<file path="src/rtl/mips32_loader_pkg.sv">
// Shared types and constants for the MIPS32 boot loader.
// No logic; imported by the loader top and its byte packer.
package mips32_loader_pkg;

    typedef enum logic [2:0] {
        ST_HDR,
        ST_LOAD,
        ST_CSUM,
        ST_RUN,
        ST_DONE,
        ST_ERR
    } state_t;

    localparam int          BYTES_PER_WORD = 4;
    localparam logic [31:0] RUN_CYCLES_SAT = 32'hFFFF_FFFF;

endpackage

</file>
<file path="src/rtl/mips32_byte_packer.sv">
// Packs accepted bytes big-endian into 32-bit words; word/word_done are combinational
// in the cycle the 4th byte is taken, so consumers act on that same edge. Never stalls.
module mips32_byte_packer
    import mips32_loader_pkg::*;
(
    input  logic        clk,
    input  logic        rst,
    input  logic        byte_take,
    input  logic [7:0]  byte_data,
    output logic [31:0] word,
    output logic        word_done,
    output logic [1:0]  byte_cnt
);

    logic [23:0] partial;

    assign word      = {partial, byte_data};
    assign word_done = byte_take && (byte_cnt == 2'(BYTES_PER_WORD - 1));

    // The counter wraps 3 -> 0 by itself, so a completed word needs no explicit clear.
    always_ff @(posedge clk or posedge rst) begin
        if (rst) begin
            byte_cnt <= '0;
            partial  <= '0;
        end else if (byte_take) begin
            byte_cnt <= byte_cnt + 2'd1;
            partial  <= {partial[15:0], byte_data};
        end
    end

endmodule

</file>
<file path="src/rtl/mips32_prog_loader.sv">
// Loads a framed byte stream (length, words, XOR checksum) into core memory, then runs the core.
// One write per word, registered one cycle after its 4th byte; accepts a byte every cycle while loading.
module mips32_prog_loader
    import mips32_loader_pkg::*;
#(
    parameter int ADDR_W = 10
) (
    input  logic              clk1,
    input  logic              rst,
    input  logic              in_valid,
    input  logic [7:0]        in_data,
    output logic              in_ready,
    output logic              mem_we,
    output logic [ADDR_W-1:0] mem_addr,
    output logic [31:0]       mem_wdata,
    output logic              cpu_reset,
    input  logic              cpu_halted,
    output logic              busy,
    output logic              done,
    output logic              err,
    output logic [31:0]       run_cycles
);

    localparam logic [31:0]   MAX_WORDS = 32'(1) << ADDR_W;
    localparam logic [ADDR_W:0] ONE_W   = 1;

    state_t              state, state_nxt;
    logic [31:0]         word;
    logic                word_done;
    logic [1:0]          byte_cnt;
    logic                take;
    logic [ADDR_W-1:0]   idx;
    logic [ADDR_W:0]     n_words;
    logic [31:0]         acc;
    logic                hdr_bad, csum_ok, last_word;

    assign take      = in_valid && in_ready;
    assign hdr_bad   = (word == 32'd0) || (word > MAX_WORDS);
    assign csum_ok   = (word == acc);
    // Compare one bit wider so a full 2^ADDR_W program ends at all-ones without wrapping.
    assign last_word = ({1'b0, idx} == (n_words - ONE_W));

    mips32_byte_packer u_packer (
        .clk       (clk1),
        .rst       (rst),
        .byte_take (take),
        .byte_data (in_data),
        .word      (word),
        .word_done (word_done),
        .byte_cnt  (byte_cnt)
    );

    always_ff @(posedge clk1 or posedge rst) begin
        if (rst) state <= ST_HDR;
        else     state <= state_nxt;
    end

    always_comb begin
        state_nxt = state;
        in_ready  = 1'b0;
        busy      = 1'b0;
        cpu_reset = 1'b1;
        done      = 1'b0;
        err       = 1'b0;
        case (state)
            ST_HDR: begin
                in_ready = !rst;
                busy     = (byte_cnt != 2'd0);
                if (word_done) state_nxt = hdr_bad ? ST_ERR : ST_LOAD;
            end
            ST_LOAD: begin
                in_ready = !rst;
                busy     = 1'b1;
                if (word_done && last_word) state_nxt = ST_CSUM;
            end
            ST_CSUM: begin
                in_ready = !rst;
                busy     = 1'b1;
                if (word_done) state_nxt = csum_ok ? ST_RUN : ST_ERR;
            end
            ST_RUN: begin
                cpu_reset = 1'b0;
                if (cpu_halted) state_nxt = ST_DONE;
            end
            ST_DONE: begin
                cpu_reset = 1'b0;
                done      = 1'b1;
            end
            ST_ERR: begin
                err = 1'b1;
            end
            default: state_nxt = ST_HDR;
        endcase
    end

    always_ff @(posedge clk1 or posedge rst) begin
        if (rst) begin
            mem_we     <= 1'b0;
            mem_addr   <= '0;
            mem_wdata  <= '0;
            idx        <= '0;
            n_words    <= '0;
            acc        <= '0;
            run_cycles <= '0;
        end else begin
            mem_we <= 1'b0;
            case (state)
                ST_HDR: begin
                    if (word_done) begin
                        n_words <= word[ADDR_W:0];
                        idx     <= '0;
                        acc     <= '0;
                    end
                end
                ST_LOAD: begin
                    if (word_done) begin
                        mem_we    <= 1'b1;
                        mem_addr  <= idx;
                        mem_wdata <= word;
                        acc       <= acc ^ word;
                        if (!last_word) idx <= idx + ADDR_W'(1);
                    end
                end
                ST_CSUM: begin
                    // The first RUN cycle already counts as one.
                    if (word_done && csum_ok) run_cycles <= 32'd1;
                end
                ST_RUN: begin
                    // The halting cycle was counted on entry to it, so hold on halt.
                    if (!cpu_halted && run_cycles != RUN_CYCLES_SAT)
                        run_cycles <= run_cycles + 32'd1;
                end
                default: ;
            endcase
        end
    end

endmodule

</file>
<file path="config.mk">
export PLATFORM = sky130hd
export DESIGN_NAME = mips32_prog_loader
export DESIGN_NICKNAME = d
export VERILOG_FILES = /design/src/rtl/mips32_loader_pkg.sv /design/src/rtl/mips32_byte_packer.sv /design/src/rtl/mips32_prog_loader.sv
export SDC_FILE = /design/constraint.sdc
export NUM_CORES = 1
export LEC_CHECK = 0
export ABC_AREA = 0
export CAP_MARGIN = 20
export CORE_ASPECT_RATIO = 0.6
export CORE_UTILIZATION = 33
export CTS_BUF_LIST = sky130_fd_sc_hd__clkbuf_4 sky130_fd_sc_hd__clkbuf_8 sky130_fd_sc_hd__clkbuf_16
export DETAILED_ROUTE_END_ITERATION = 8
export GPL_TIMING_DRIVEN = 0
export PLACE_DENSITY = 0.61
export SETUP_SLACK_MARGIN = 0.5
export SLEW_MARGIN = 0
export SYNTH_ARGS = -nofsm -noshare
export SYNTH_HDL_FRONTEND = slang
export SYNTH_HIERARCHICAL = 1
export SYNTH_SLANG_ARGS = --single-unit
</file>
<file path="constraint.sdc">
create_clock -name clk1 -period 3.9 [get_ports clk1]
set_input_delay 0.39 -clock clk1 [delete_from_list [all_inputs] [get_ports clk1]]
set_output_delay 0.39 -clock clk1 [all_outputs]
set_load 0.02 [all_outputs]
</file>
==> results_dict.tcl <==
set metrics [dict create \
    maxCapViolCount 0 \
    synth.distinct_cells 55 \
    slew_violations 0 \
    die_area_sq_mm 0.0253 \
    yosysTopAreaCellShare_pct 48.4 \
    power_leakage_uw 0.00442 \
    fillCellCount 2331 \
    syn-cell-area_sq_mm 0.00812 \
    via_per_inst 5.39 \
    grt_pass1_vias 6336 \
    io_pins 92 \
    synthArstFlopShare_pct 100 \
    setup_viol 0 \
    io_buffer_count 91 \
    synth-edff-count 0 \
    postSynthCellCount 772 \
    run_status "completed" \
    synth_area_leader_cell "dfrtp_1" \
    cp.required_ns 4.22 \
    finalInstanceArea_sq_mm 0.0103 \
    rsz0062_at_grt "false" \
    drive_above_1_share_pct 17.7 \
    critPathArrivalTime_ns 3.46 \
    clkTransAtPathRegs_ns 0.06 \
    syn2layout_area_growth_pct 26.7 \
    synth_seq_area_share_pct 48.4 \
    cp-start-kind "register" \
    grt-ovfl-total 0 \
    critPathKind "reg2reg" \
    slew_headroom_pct 62.6 \
    seqPwrFrac_pct 40.5 \
    grt_first_pass_wirelength_mm 36.4 \
    die_h_um 124 \
    dp_hpwl_mm 16.3 \
    tightest_slew_ns 0.561 \
    multi_input_area_sq_mm 0.00382 \
    cp-end-kind "register" \
    swShare_pct 37.4 \
    cts_buffer_depth 2 \
    track_usage_pct 19.0 \
    crit_start "state[1]$_DFFE_PP0P_" \
    peakVddDrop_mv 0.361 \
    ant_nets 0 \
    gp_congestion 0.881 \
    netlist_top_cells_count "dfrtp_1 (157), xor2_1 (58), nand3_1 (57), mux2_2 (56), o21ai_0 (55)" \
    clk_latency_ns 0.43 \
    cp_max_fo 10 \
    wl_mm 22.5 \
    antenna_cells 0 \
    syn-num-nets 788 \
    setup_tns_ns 0 \
    place_area_sq_mm 0.00955 \
    drc 0 \
    core_sq_mm 0.0242 \
    pwr-share-clk_pct 26.1 \
    vias 6635 \
    clockRootBuffer "clkbuf_16" \
    clkSinkCount 157 \
    yosysMostFrequentCell "dfrtp_1" \
    min_period_ns 3.14 \
    fp-row-count 44 \
    grt_max_degree 31 \
    htree_levels 4 \
    synth-seq-cells 157 \
    yosys-top-cells-area "dfrtp_1 (48%), mux2_2 (7.8%), xor2_1 (6.3%)" \
    cts_tree "built" \
    reg2reg_from "state[1]$_DFFE_PP0P_" \
    drtPass1Iterations 5 \
    drt-wirelength-per-cell_um 18.3 \
    combPwrFrac_pct 33.4 \
    initial_utilization_pct 33.6 \
    synth_warnings 6 \
    fin_crit_sh_pct 80.6 \
    finalHoldViolCount 0 \
    die_w_um 205 \
    regArea_sq_mm 0.00393 \
    p_per_area_mw_per_mm2 657 \
    max_freq_ghz 0.318 \
    nets 911 \
    ys_dominant_reg_cell "dfrtp_1" \
    power.switching_uw 2520 \
    hp-class "in2async" \
    numCtsBuffers 17 \
    clock_skew_ns 0.00699 \
    p_int_uw 4230 \
    postSynthAreaPerCell_sq_um 10.5 \
    holdBufCountCts 0 \
    drt_iter0_drc 452 \
    antenna_found_initial 1 \
]
## worst paths after layout
| path | end | slack (ns) | depth (start not counted) |
|---|---|---|---|
| hold / removal | u_packer/partial[22]$_DFFE_PP0P_ | 0.42 | 2 |
| max in group asynchronous | mem_addr[7]$_DFFE_PP0P_ | 2.42 | 5 |
| setup reg to reg | mem_wdata[24]$_DFFE_PP0P_ | 0.76 | 11 |
| setup / recovery | mem_wdata[24]$_DFFE_PP0P_ | 0.76 | 11 |
| min in group clk1 | mem_wdata[28]$_DFFE_PP0P_ | 0.51 | 1 |
| hold reg to reg | mem_wdata[28]$_DFFE_PP0P_ | 0.51 | 1 |
## cells in the final DEF, fill, tap and decap left out, types with 4 or more instances in the layout
cell type | netlist | final
dfrtp_1 | 157 | 157
clkdlybuf4s50_1 | 0 | 91
xor2_1 | 58 | 58
nand3_1 | 57 | 57
mux2_2 | 56 | 56
o21ai_0 | 55 | 55
nor2_1 | 46 | 44
inv_1 | 44 | 43
a22o_1 | 33 | 33
nand2_1 | 29 | 29
nor4_1 | 27 | 27
clkbuf_1 | 33 | 20
mux2_4 | 18 | 18
buf_4 | 8 | 17
clkbuf_16 | 0 | 17
nand4_1 | 15 | 15
or3_1 | 14 | 14
a21oi_1 | 14 | 14
clkbuf_2 | 0 | 11
o211ai_1 | 10 | 10
and3_1 | 9 | 9
nor3_1 | 9 | 8
xnor2_1 | 7 | 7
and2_1 | 7 | 6
buf_12 | 2 | 6
and4_1 | 5 | 5
or4_1 | 5 | 5
o21ai_1 | 4 | 4
ha_1 | 4 | 4
## power groups by stage
stage / clock, uW / combinational [uW] / sequential, uW
after floorplan: 0 / 1430 / 2680
after global placement: 0 / 2170 / 2730
after detailed placement: 0 / 2230 / 2750
after CTS: 1780 / 2250 / 2730
after global routing: 1860 / 2480 / 2820
final: 1760 / 2260 / 2740
## critical path: stages, from the launching register on
cell and delay (ns):
dfrtp_1 0.41, clkbuf_4 0.21, a211oi_2 0.25, and2_1 0.19
buf_8 0.11, buf_12 0.14, and2_2 0.21, nor2b_4 0.22
nand2_2 0.18, nor2_4 0.35, clkbuf_2 0.37, mux2_2 0.38
## per-layer routing
| layer | vias up | track usage [%] | share of wire (%) |
|---|---|---|---|
| met4 | 2 | 4.29 | 0.87 |
| met5 | - | 0 | 0.044 |
| li1 | 3044 | - | - |
| met3 | 17 | 5.35 | 8.1 |
| met1 | 3321 | 29.6 | 52 |
| met2 | 251 | 25.3 | 39 |
## through the flow
| stage | hold slack (ns) | util (%) | power, uW | cells | setup WS [ns] |
|---|---|---|---|---|---|
| detailed placement | 0.489 | 39.5 | 4980 | 1190 | -0.650 |
| global route | 0.451 | 42.6 | 7160 | 1230 | 0.565 |
| CTS | 0.409 | 42.3 | 6760 | 1225 | 0.516 |
| floorplan | 0.430 | - | 4110 | 772 | 0.544 |
| finish | 0.422 | 42.6 | 6760 | 1230 | 0.756 |
| global placement | 0.488 | 39.1 | 4900 | 1185 | -0.570 |
## sequential cells by signal (all words and copies together), names as in the netlist
signal	count
acc	32
idx	10
mem_addr	10
mem_wdata	32
mem_we	1
n_words	11
run_cycles	32
state	3
u_packer/byte_cnt	2
u_packer/partial	24
## cell families (layout without fill, tap and decap cells)
| kind of cell | count (synthesis) | in the layout | share of synthesized area [%] |
|---|---|---|---|
| simple gates | 242 | 242 | 16.0 |
| flops | 157 | 157 | 48.4 |
| compound gates | 139 | 139 | 11.6 |
| buf+inv | 90 | 226 | 5.13 |
| mux | 75 | 75 | 11.2 |
| xor+xnor | 65 | 65 | 7.01 |
| fa+ha+maj | 4 | 4 | 0.616 |
## what timing repair did
item	in CTS	in global routing
gates resized for setup	17	13
pin swaps	1	4
setup endpoints to repair	119	99
setup buffers	3	5
endpoints found under the hold margin	0	0
## final cells by class
type | instances | share of cell area [%]
Buffer | 46 | 2.69
Multi-Input combinational cell | 525 | 37.1
Clock buffer | 19 | 4.34
Sequential cell | 157 | 38.2
Inverter | 44 | 1.64
Clock inverter | 13 | 1.59
Tap cell | 322 | 3.92
Timing Repair Buffer | 104 | 10.5
Note: power is estimated with default switching activity, not from simulation.
